[config.mk]
export PLATFORM = sky130hd
export DESIGN_NAME = merge_layer_n
export DESIGN_NICKNAME = d
export VERILOG_FILES = /design/src/rtl/merge_pkg.sv /design/src/rtl/merge_compare.sv /design/src/rtl/merge_layer_n.sv
export SDC_FILE = /design/constraint.sdc
export NUM_CORES = 1
export LEC_CHECK = 0
export CAP_MARGIN = 30
export CORE_ASPECT_RATIO = 1.1
export CORE_MARGIN = 1.5
export CORE_UTILIZATION = 55
export CTS_CLUSTER_DIAMETER = 120
export DETAILED_ROUTE_END_ITERATION = 10
export GPL_ROUTABILITY_DRIVEN = 1
export PLACE_DENSITY = 0.83
export SETUP_SLACK_MARGIN = 0.02
export SYNTH_ARGS = -nofsm -noshare
export SYNTH_HDL_FRONTEND = slang
export SYNTH_SLANG_ARGS = --single-unit
[constraint.sdc]
create_clock -name clk -period 7.9 [get_ports clk]
set_clock_uncertainty 0.2 [all_clocks]
set_input_delay 0.79 -clock clk [delete_from_list [all_inputs] [get_ports clk]]
set_output_delay 0.79 -clock clk [all_outputs]
set_load 0.005 [all_outputs]
[src/rtl/merge_pkg.sv]
// Shared definitions for the two-run merge layer: FSM state encoding and
// merge-direction constants.
package merge_pkg;

  typedef enum logic [1:0] {
    ST_IDLE  = 2'd0,
    ST_MERGE = 2'd1,
    ST_DONE  = 2'd2
  } merge_state_t;

  localparam logic ORDER_ASC  = 1'b0;
  localparam logic ORDER_DESC = 1'b1;

endpackage

[src/rtl/merge_compare.sv]
// Head-of-run selector: decides whether the next merged element comes from
// run B. An exhausted run never wins, and ties always go to A so the merge is stable.
module merge_compare
  import merge_pkg::*;
#(
  parameter int DATA_WIDTH = 8
) (
  input  logic [DATA_WIDTH-1:0] a,
  input  logic [DATA_WIDTH-1:0] b,
  input  logic                  order,
  input  logic                  a_done,
  input  logic                  b_done,
  output logic                  pick_b
);

  always_comb begin
    pick_b = 1'b0;
    if (b_done) begin
      pick_b = 1'b0;
    end else if (a_done) begin
      pick_b = 1'b1;
    end else if (order == ORDER_DESC) begin
      pick_b = (a < b);
    end else begin
      pick_b = (a > b);
    end
  end

endmodule

[src/rtl/merge_layer_n.sv]
// Merges two sorted runs of RUN_LEN elements into one 2*RUN_LEN stream with
// valid/ready handshake. Runs are captured on start, then drained one element per transfer.
module merge_layer_n
  import merge_pkg::*;
#(
  parameter int DATA_WIDTH = 8,
  parameter int RUN_LEN    = 4
) (
  input  logic                          clk,
  input  logic                          rst,
  input  logic                          start,
  input  logic                          order,
  input  logic [RUN_LEN*DATA_WIDTH-1:0] run_a,
  input  logic [RUN_LEN*DATA_WIDTH-1:0] run_b,
  output logic                          busy,
  output logic                          out_valid,
  input  logic                          out_ready,
  output logic [DATA_WIDTH-1:0]         out_data,
  output logic                          out_src,
  output logic                          out_last,
  output logic                          done
);

  localparam int PTR_W = $clog2(RUN_LEN + 1);
  localparam logic [PTR_W-1:0] RUN_END  = PTR_W'(RUN_LEN);
  localparam logic [PTR_W:0]   LAST_SUM = (PTR_W + 1)'(2 * RUN_LEN - 1);

  merge_state_t          state;
  logic                  order_q;
  logic [PTR_W-1:0]      ptr_a;
  logic [PTR_W-1:0]      ptr_b;
  logic [DATA_WIDTH-1:0] buf_a [RUN_LEN];
  logic [DATA_WIDTH-1:0] buf_b [RUN_LEN];

  logic [DATA_WIDTH-1:0] head_a;
  logic [DATA_WIDTH-1:0] head_b;
  logic                  a_done;
  logic                  b_done;
  logic                  pick_b;
  logic                  merging;
  logic                  is_last;
  logic                  xfer;
  logic [PTR_W:0]        ptr_sum;

  // Exhausted pointers (== RUN_LEN) match no slot and read as zero.
  always_comb begin
    head_a = '0;
    head_b = '0;
    for (int i = 0; i < RUN_LEN; i++) begin
      if (ptr_a == PTR_W'(i)) head_a = buf_a[i];
      if (ptr_b == PTR_W'(i)) head_b = buf_b[i];
    end
  end

  assign a_done  = (ptr_a == RUN_END);
  assign b_done  = (ptr_b == RUN_END);
  assign merging = (state == ST_MERGE);
  assign ptr_sum = {1'b0, ptr_a} + {1'b0, ptr_b};
  assign is_last = merging && (ptr_sum == LAST_SUM);
  assign xfer    = merging && out_ready;

  merge_compare #(
    .DATA_WIDTH(DATA_WIDTH)
  ) u_compare (
    .a      (head_a),
    .b      (head_b),
    .order  (order_q),
    .a_done (a_done),
    .b_done (b_done),
    .pick_b (pick_b)
  );

  always_ff @(posedge clk) begin
    if (rst) begin
      state   <= ST_IDLE;
      order_q <= ORDER_ASC;
      ptr_a   <= '0;
      ptr_b   <= '0;
      for (int i = 0; i < RUN_LEN; i++) begin
        buf_a[i] <= '0;
        buf_b[i] <= '0;
      end
    end else begin
      case (state)
        ST_IDLE: begin
          if (start) begin
            order_q <= order;
            ptr_a   <= '0;
            ptr_b   <= '0;
            for (int i = 0; i < RUN_LEN; i++) begin
              buf_a[i] <= run_a[i*DATA_WIDTH +: DATA_WIDTH];
              buf_b[i] <= run_b[i*DATA_WIDTH +: DATA_WIDTH];
            end
            state <= ST_MERGE;
          end
        end
        ST_MERGE: begin
          if (xfer) begin
            if (pick_b) ptr_b <= ptr_b + PTR_W'(1);
            else        ptr_a <= ptr_a + PTR_W'(1);
            if (is_last) state <= ST_DONE;
          end
        end
        ST_DONE: state <= ST_IDLE;
        default: state <= ST_IDLE;
      endcase
    end
  end

  assign busy      = (state != ST_IDLE);
  assign done      = (state == ST_DONE);
  assign out_valid = merging;
  assign out_data  = merging ? (pick_b ? head_b : head_a) : '0;
  assign out_src   = merging && pick_b;
  assign out_last  = is_last;

endmodule

After elaboration in Yosys (flattened, before gate mapping) --
Memory sizes are Yosys's and may differ from the RTL's. Cells that the tools add are included.
Operators by class: order comparisons 2, eq/ne operators 16, bitwise gates (word level) 8, add/sub/neg operators 3, muxes and demuxes 38, reduce and logical (&&, ||, !) cells 12
Operators by type and width (number):
- $mux W8 | 18
- $mux W3 | 5
- $eq A3 B2 Y1 const B | 4
- $pmux W3 S2 | 2
- $mux W1 | 9
- $gt A8 B8 Y1 | 1
- $lt A8 B8 Y1 | 1
- $ne A2 B2 Y1 const B | 4
- $or A1 B1 Y1 | 8
- $reduce_and A4 Y1 | 2
- $add A3 B1 Y3 const B | 2
- $eq A3 B1 Y1 const B | 2
- $eq A3 B3 Y1 const B | 2
- $logic_not A3 Y1 | 2
- $mux W2 | 3
- $add A3 B3 Y4 | 1
- $eq A4 B3 Y1 const B | 1
- $pmux W2 S2 | 1
- $reduce_bool A2 Y1 | 2
- $logic_and A1 B1 Y1 | 3
- $reduce_and A3 Y1 | 1
- $eq A2 B1 Y1 const B | 1
- $eq A2 B2 Y1 const B | 1
- $logic_not A2 Y1 | 1
- other kinds (2) | 2
Storage, ports and cells: output and inout bits 13, register bits 9, word-level logic and storage cells 85, memories kept 2, bits in writable memories 64, input bits 69
Memories:
- buf_a | depth 4, width 8, read ports 4, clocked after Yosys merged registers in 0, write ports 4, line merge_layer_n.sv:32 | logic [DATA_WIDTH-1:0] buf_a [RUN_LEN];
- buf_b | depth 4, width 8, read ports 4, clocked after Yosys merged registers in 0, write ports 4, line merge_layer_n.sv:33 | logic [DATA_WIDTH-1:0] buf_b [RUN_LEN];

Depth between registers and ports, before layout --
depth after elaboration 12, gate-level depth with buffers 15, depth with buffers taken out 14

Modules after synthesis --
A second synthesis with hierarchy kept.
Second synthesis, totals: cells, all modules 341, area total of the unflattened synthesis 3890.0 um^2
By module, submodules not included:
- merge_layer_n | area each 3656.0 um^2, times used 1, sequential area each 2102.0 um^2, cells each 309
- merge_compare | area each 234.0 um^2, times used 1, sequential area each 0.0 um^2, cells each 32

Worst setup path after synthesis --
OpenSTA, ideal clock, no wires.
path type register to output, from register ptr_a[1], to output port out_data[1], arrival 2821 ps, buffers on the path 1, setup slack 4089 ps, cell stages (with the launch flop) 15, data required time 6910 ps, cell sequence dfxtp_1 -> inv_1 -> ha_1 -> nor2b_1 -> buf_2 -> a22oi_1 -> o21ai_1 -> a22o_1 -> ha_1 -> nor2b_2 -> o211ai_2 -> a21o_1 -> a211oi_4 -> nor3_1 -> a211oi_2
On the way: cells in the longest elaborated chain, start to end 11, elaborated cells between the ends (all ways) 16, those cells by class order compare (2); eq/ne (4); mux (9); reduce/logical (1)
RTL lines:
- from (decl) | line merge_layer_n.sv:30 | logic [PTR_W-1:0] ptr_a;
- from (signal assigned) | line merge_layer_n.sv:100 | else ptr_a <= ptr_a + PTR_W'(1);
- $logic_not A3 Y1 | line merge_layer_n.sv:50 | if (ptr_a == PTR_W'(i)) head_a = buf_a[i];
- $mux W8 (4 in series) | line merge_layer_n.sv:50
- $gt A8 B8 Y1 / $lt A8 B8 Y1 (equally long branches) | line merge_compare.sv:25, merge_compare.sv:23
- $mux W1 | line merge_compare.sv:22 | end else if (order == ORDER_DESC) begin
- $mux W1 | line merge_compare.sv:20 | end else if (a_done) begin
- $mux W1 | line merge_compare.sv:18 | if (b_done) begin
- $mux W8 (*) (2 in series) | line merge_layer_n.sv:113 | assign out_data = merging ? (pick_b ? head_b : head_a) : '0;
- to (decl) | line merge_layer_n.sv:18 | output logic [DATA_WIDTH-1:0] out_data,
Every way passes the cells marked *; elsewhere a longest branch is shown, timed or not.

Final worst setup path --
from register ptr_a[1], to output port out_data[0]
The elaborated chain is that of the path after synthesis.

==> reports/metrics.yaml <==
placement:
  place_congestion: 0.8452
  numPortBuffers: 81
  dpl.hpwl_mm: 6.499
  post-place-ws_ps: 2839
final_layout:
  fillerInstances: 509
  finish.utilization: 0.7175
  drive_above_1_share: 0.08565
  area_delta_synth_final_pct: 27.27
  n_antenna_cell: 0
  finalNetCount: 518
sta:
  setup_ws_ps: 2379
  slew_headroom: 0.4549
  setup_viol: 0
  layout_min_cycle_time_ps: 5521
  fin_crit_sh: 0.6989
  max_freq_mhz: 181.1
  grt_setup_unrepaired: "no"
  worstMarginPinSlew_ps: 816.8
  report.final.hold_viol_count: 0
  finalSetupTns_ps: 0
  slew_violations: 0
grt:
  grt_overflow: 0
  grt_pass1_wl_mm: 14.90
  grt_antenna_before_repair: 0
  grt_max_degree: 43
  grt_pass1_vias: 3017
  grt_usage: 0.2527
detailed_routing:
  vias_per_cell: 5.677
  drcViolationCount: 0
  vias: 2935
  ant_nets: 0
  drtPass1Iterations: 4
  routedWlPerCell_um: 17.23
  finalWirelength_mm: 8.906
  drt_iter0_drc: 176
synth:
  yosysSeqAreaShare: 0.5352
  syn_area_um2: 3928
  synth_warnings: 0
  ys_ff_latch: 73
  synth_async_sr_flop_share: 0
  synthDistinctLibCells: 48
  yosys_most_used_dff: "edfxtp_1"
  synth-edff-count: 64
  syn_nets: 441
  syn_inst: 350
  syn_area_per_cell_um2: 11.22
critical_path:
  worstSetupPathType: "register to output pin"
  crit_required_ps: 6910
  critPathLaunchType: "register"
  worstPathMaxFanout: 9
  end_kind: "output pin"
  crit_chain: "inv_1 > ha_1 > nor2b_1 > a22oi_1 > o21ai_1 > a22o_1 > ha_1 > a21oi_1 > o21a_1 > nand2_1 > a2bb2oi_2 > a21oi_4 > a31o_1 > clkdlybuf4s50_1"
  arrival_ps: 4530
  slowest_delay_ps: 590
  cpMostUsedCell: "ha_1"
  critPathSlowestCell: "nor2b_1"
power:
  power_density_nw_per_um2: 196.4
  p_leak_nw: 1.922
  ir_drop_mv: 0.1851
  power_w: 0.0009818
hold_path:
  min_path_type: "register to register"
die:
  ios: 82
  die_x_um: 83.57
  core_um2: 6967
  rows: 32
  die_height_um: 91.63
  dieArea_um2: 7658
  start_util: 0.5638
clock_network:
  cts_hold_buf: 0
  clk_pin_slew_worst_paths_ps: 90
  cts_buffers: 9
  worstSkewPairLatency_ps: 360
  cts_resized: 0
  post_cts_buffers: 0
  cts_max_level: 3
  cts_tree: "done"
  clock-sinks: 73
  cts_root_buf: "clkbuf_8"
  clk_path_buf_depth: 2
flow_run:
  cap_violations: 0
run_status:
  status: "complete, no violations"
[kinds of logic (layout without fill, tap and decap cells)]
kind of cell,Yosys count,after routing,share of synthesized area
AOI/OAI and AO/OA,85,85,0.1733
adders and majority gates,22,22,0.07200
buffers and inverters,29,111,0.02867
DFF,73,73,0.5352
muxes,1,1,0.002549
and+or+nand+nor,140,140,0.1883
[flip-flops by register name, summed over array words and instances (netlist names)]
name and flops:
ptr_b 3, buf_a 32, buf_b 32, state 2, order_q 1, ptr_a 3
[critical path: cells and delay by family (launching register included)]
kind / cells / cell delay [ps]
compound gates: 8 / 1750
simple gates: 2 / 710
fa+ha+maj: 2 / 600
flops: 1 / 490
buf+inv: 2 / 610
[placed cells by master, fill, tap and decap left out, types with 2 or more instances in the layout]
cell,n
nor2_2,2
and2_1,65
inv_1,11
a22oi_1,16
o21ai_0,9
clkdlybuf4s50_1,81
clkbuf_8,9
inv_6,2
clkinv_4,3
nor3_1,8
a211oi_2,7
a21o_1,2
ha_1,21
nor2_1,16
nand2_1,35
buf_4,2
a21oi_1,13
a32o_1,2
dfxtp_1,9
nor2b_1,2
nand4_1,2
o21ai_1,9
edfxtp_1,64
a22o_1,10
a31o_1,2
nand3_1,3
[routing by layer]
metal / up-vias / track usage / wire, µm
li1: 1426 / - / -
met1: 1412 / 0.3085 / 3739
met2: 80 / 0.4375 / 4632
met3: 17 / 0.04860 / 312
met4: 0 / 0.1093 / 221
met5: - / 0 / 0
[final timing paths]
kind             from          end  slack, ps  depth (start not counted)
max          ptr_a[1]  out_data[0]       2380                         14
min reg2reg  state[1]     state[0]        300                          1
min          state[1]     state[0]        300                          1
max reg2reg  ptr_a[1]     ptr_a[1]       3990                         13
[final cells by class]
type | instances | area (µm²) | share of cell area
tap | 85 | 106.4 | 0.02128
sequential | 73 | 2102 | 0.4205
multi-input combinational | 248 | 1718 | 0.3437
clock buffer | 9 | 123.9 | 0.02478
clock inverter | 7 | 77.57 | 0.01552
inverter | 12 | 45.04 | 0.009011
timing repair buffer | 83 | 825.8 | 0.1652
[Yosys cell counts, types with 3 or more instances]
library cell | count | area share
a22oi_1 | 16 | 0.031
nor3_1 | 8 | 0.010
nand2_1 | 35 | 0.033
o21ai_1 | 9 | 0.011
and2_1 | 65 | 0.10
nor2_1 | 17 | 0.016
inv_1 | 11 | 0.011
ha_1 | 21 | 0.067
edfxtp_1 | 64 | 0.49
nand3_1 | 3 | 0.0038
dfxtp_1 | 9 | 0.046
a211oi_2 | 7 | 0.022
clkbuf_1 | 11 | 0.011
buf_1 | 3 | 0.0029
o21ai_0 | 9 | 0.011
a21oi_1 | 13 | 0.017
a22o_1 | 10 | 0.022
buf_2 | 3 | 0.0038
[metrics by stage]
step,hold slack (ps),area (µm²),cells
finish,295.3,4999,517
global route,329.1,4999,517
CTS,304.0,4999,517
detailed placement,286.1,4797,501
global placement,286.9,4797,501
floorplan,248.9,3928,350
[report_power, final]
part / switching [W] / total (W) / internal, W
registers: 0.0000102 / 0.000458 / 0.000448
logic: 0.000116 / 0.000220 / 0.000104
clock network: 0.000155 / 0.000304 / 0.000149
(Power assumes the default switching activity.)
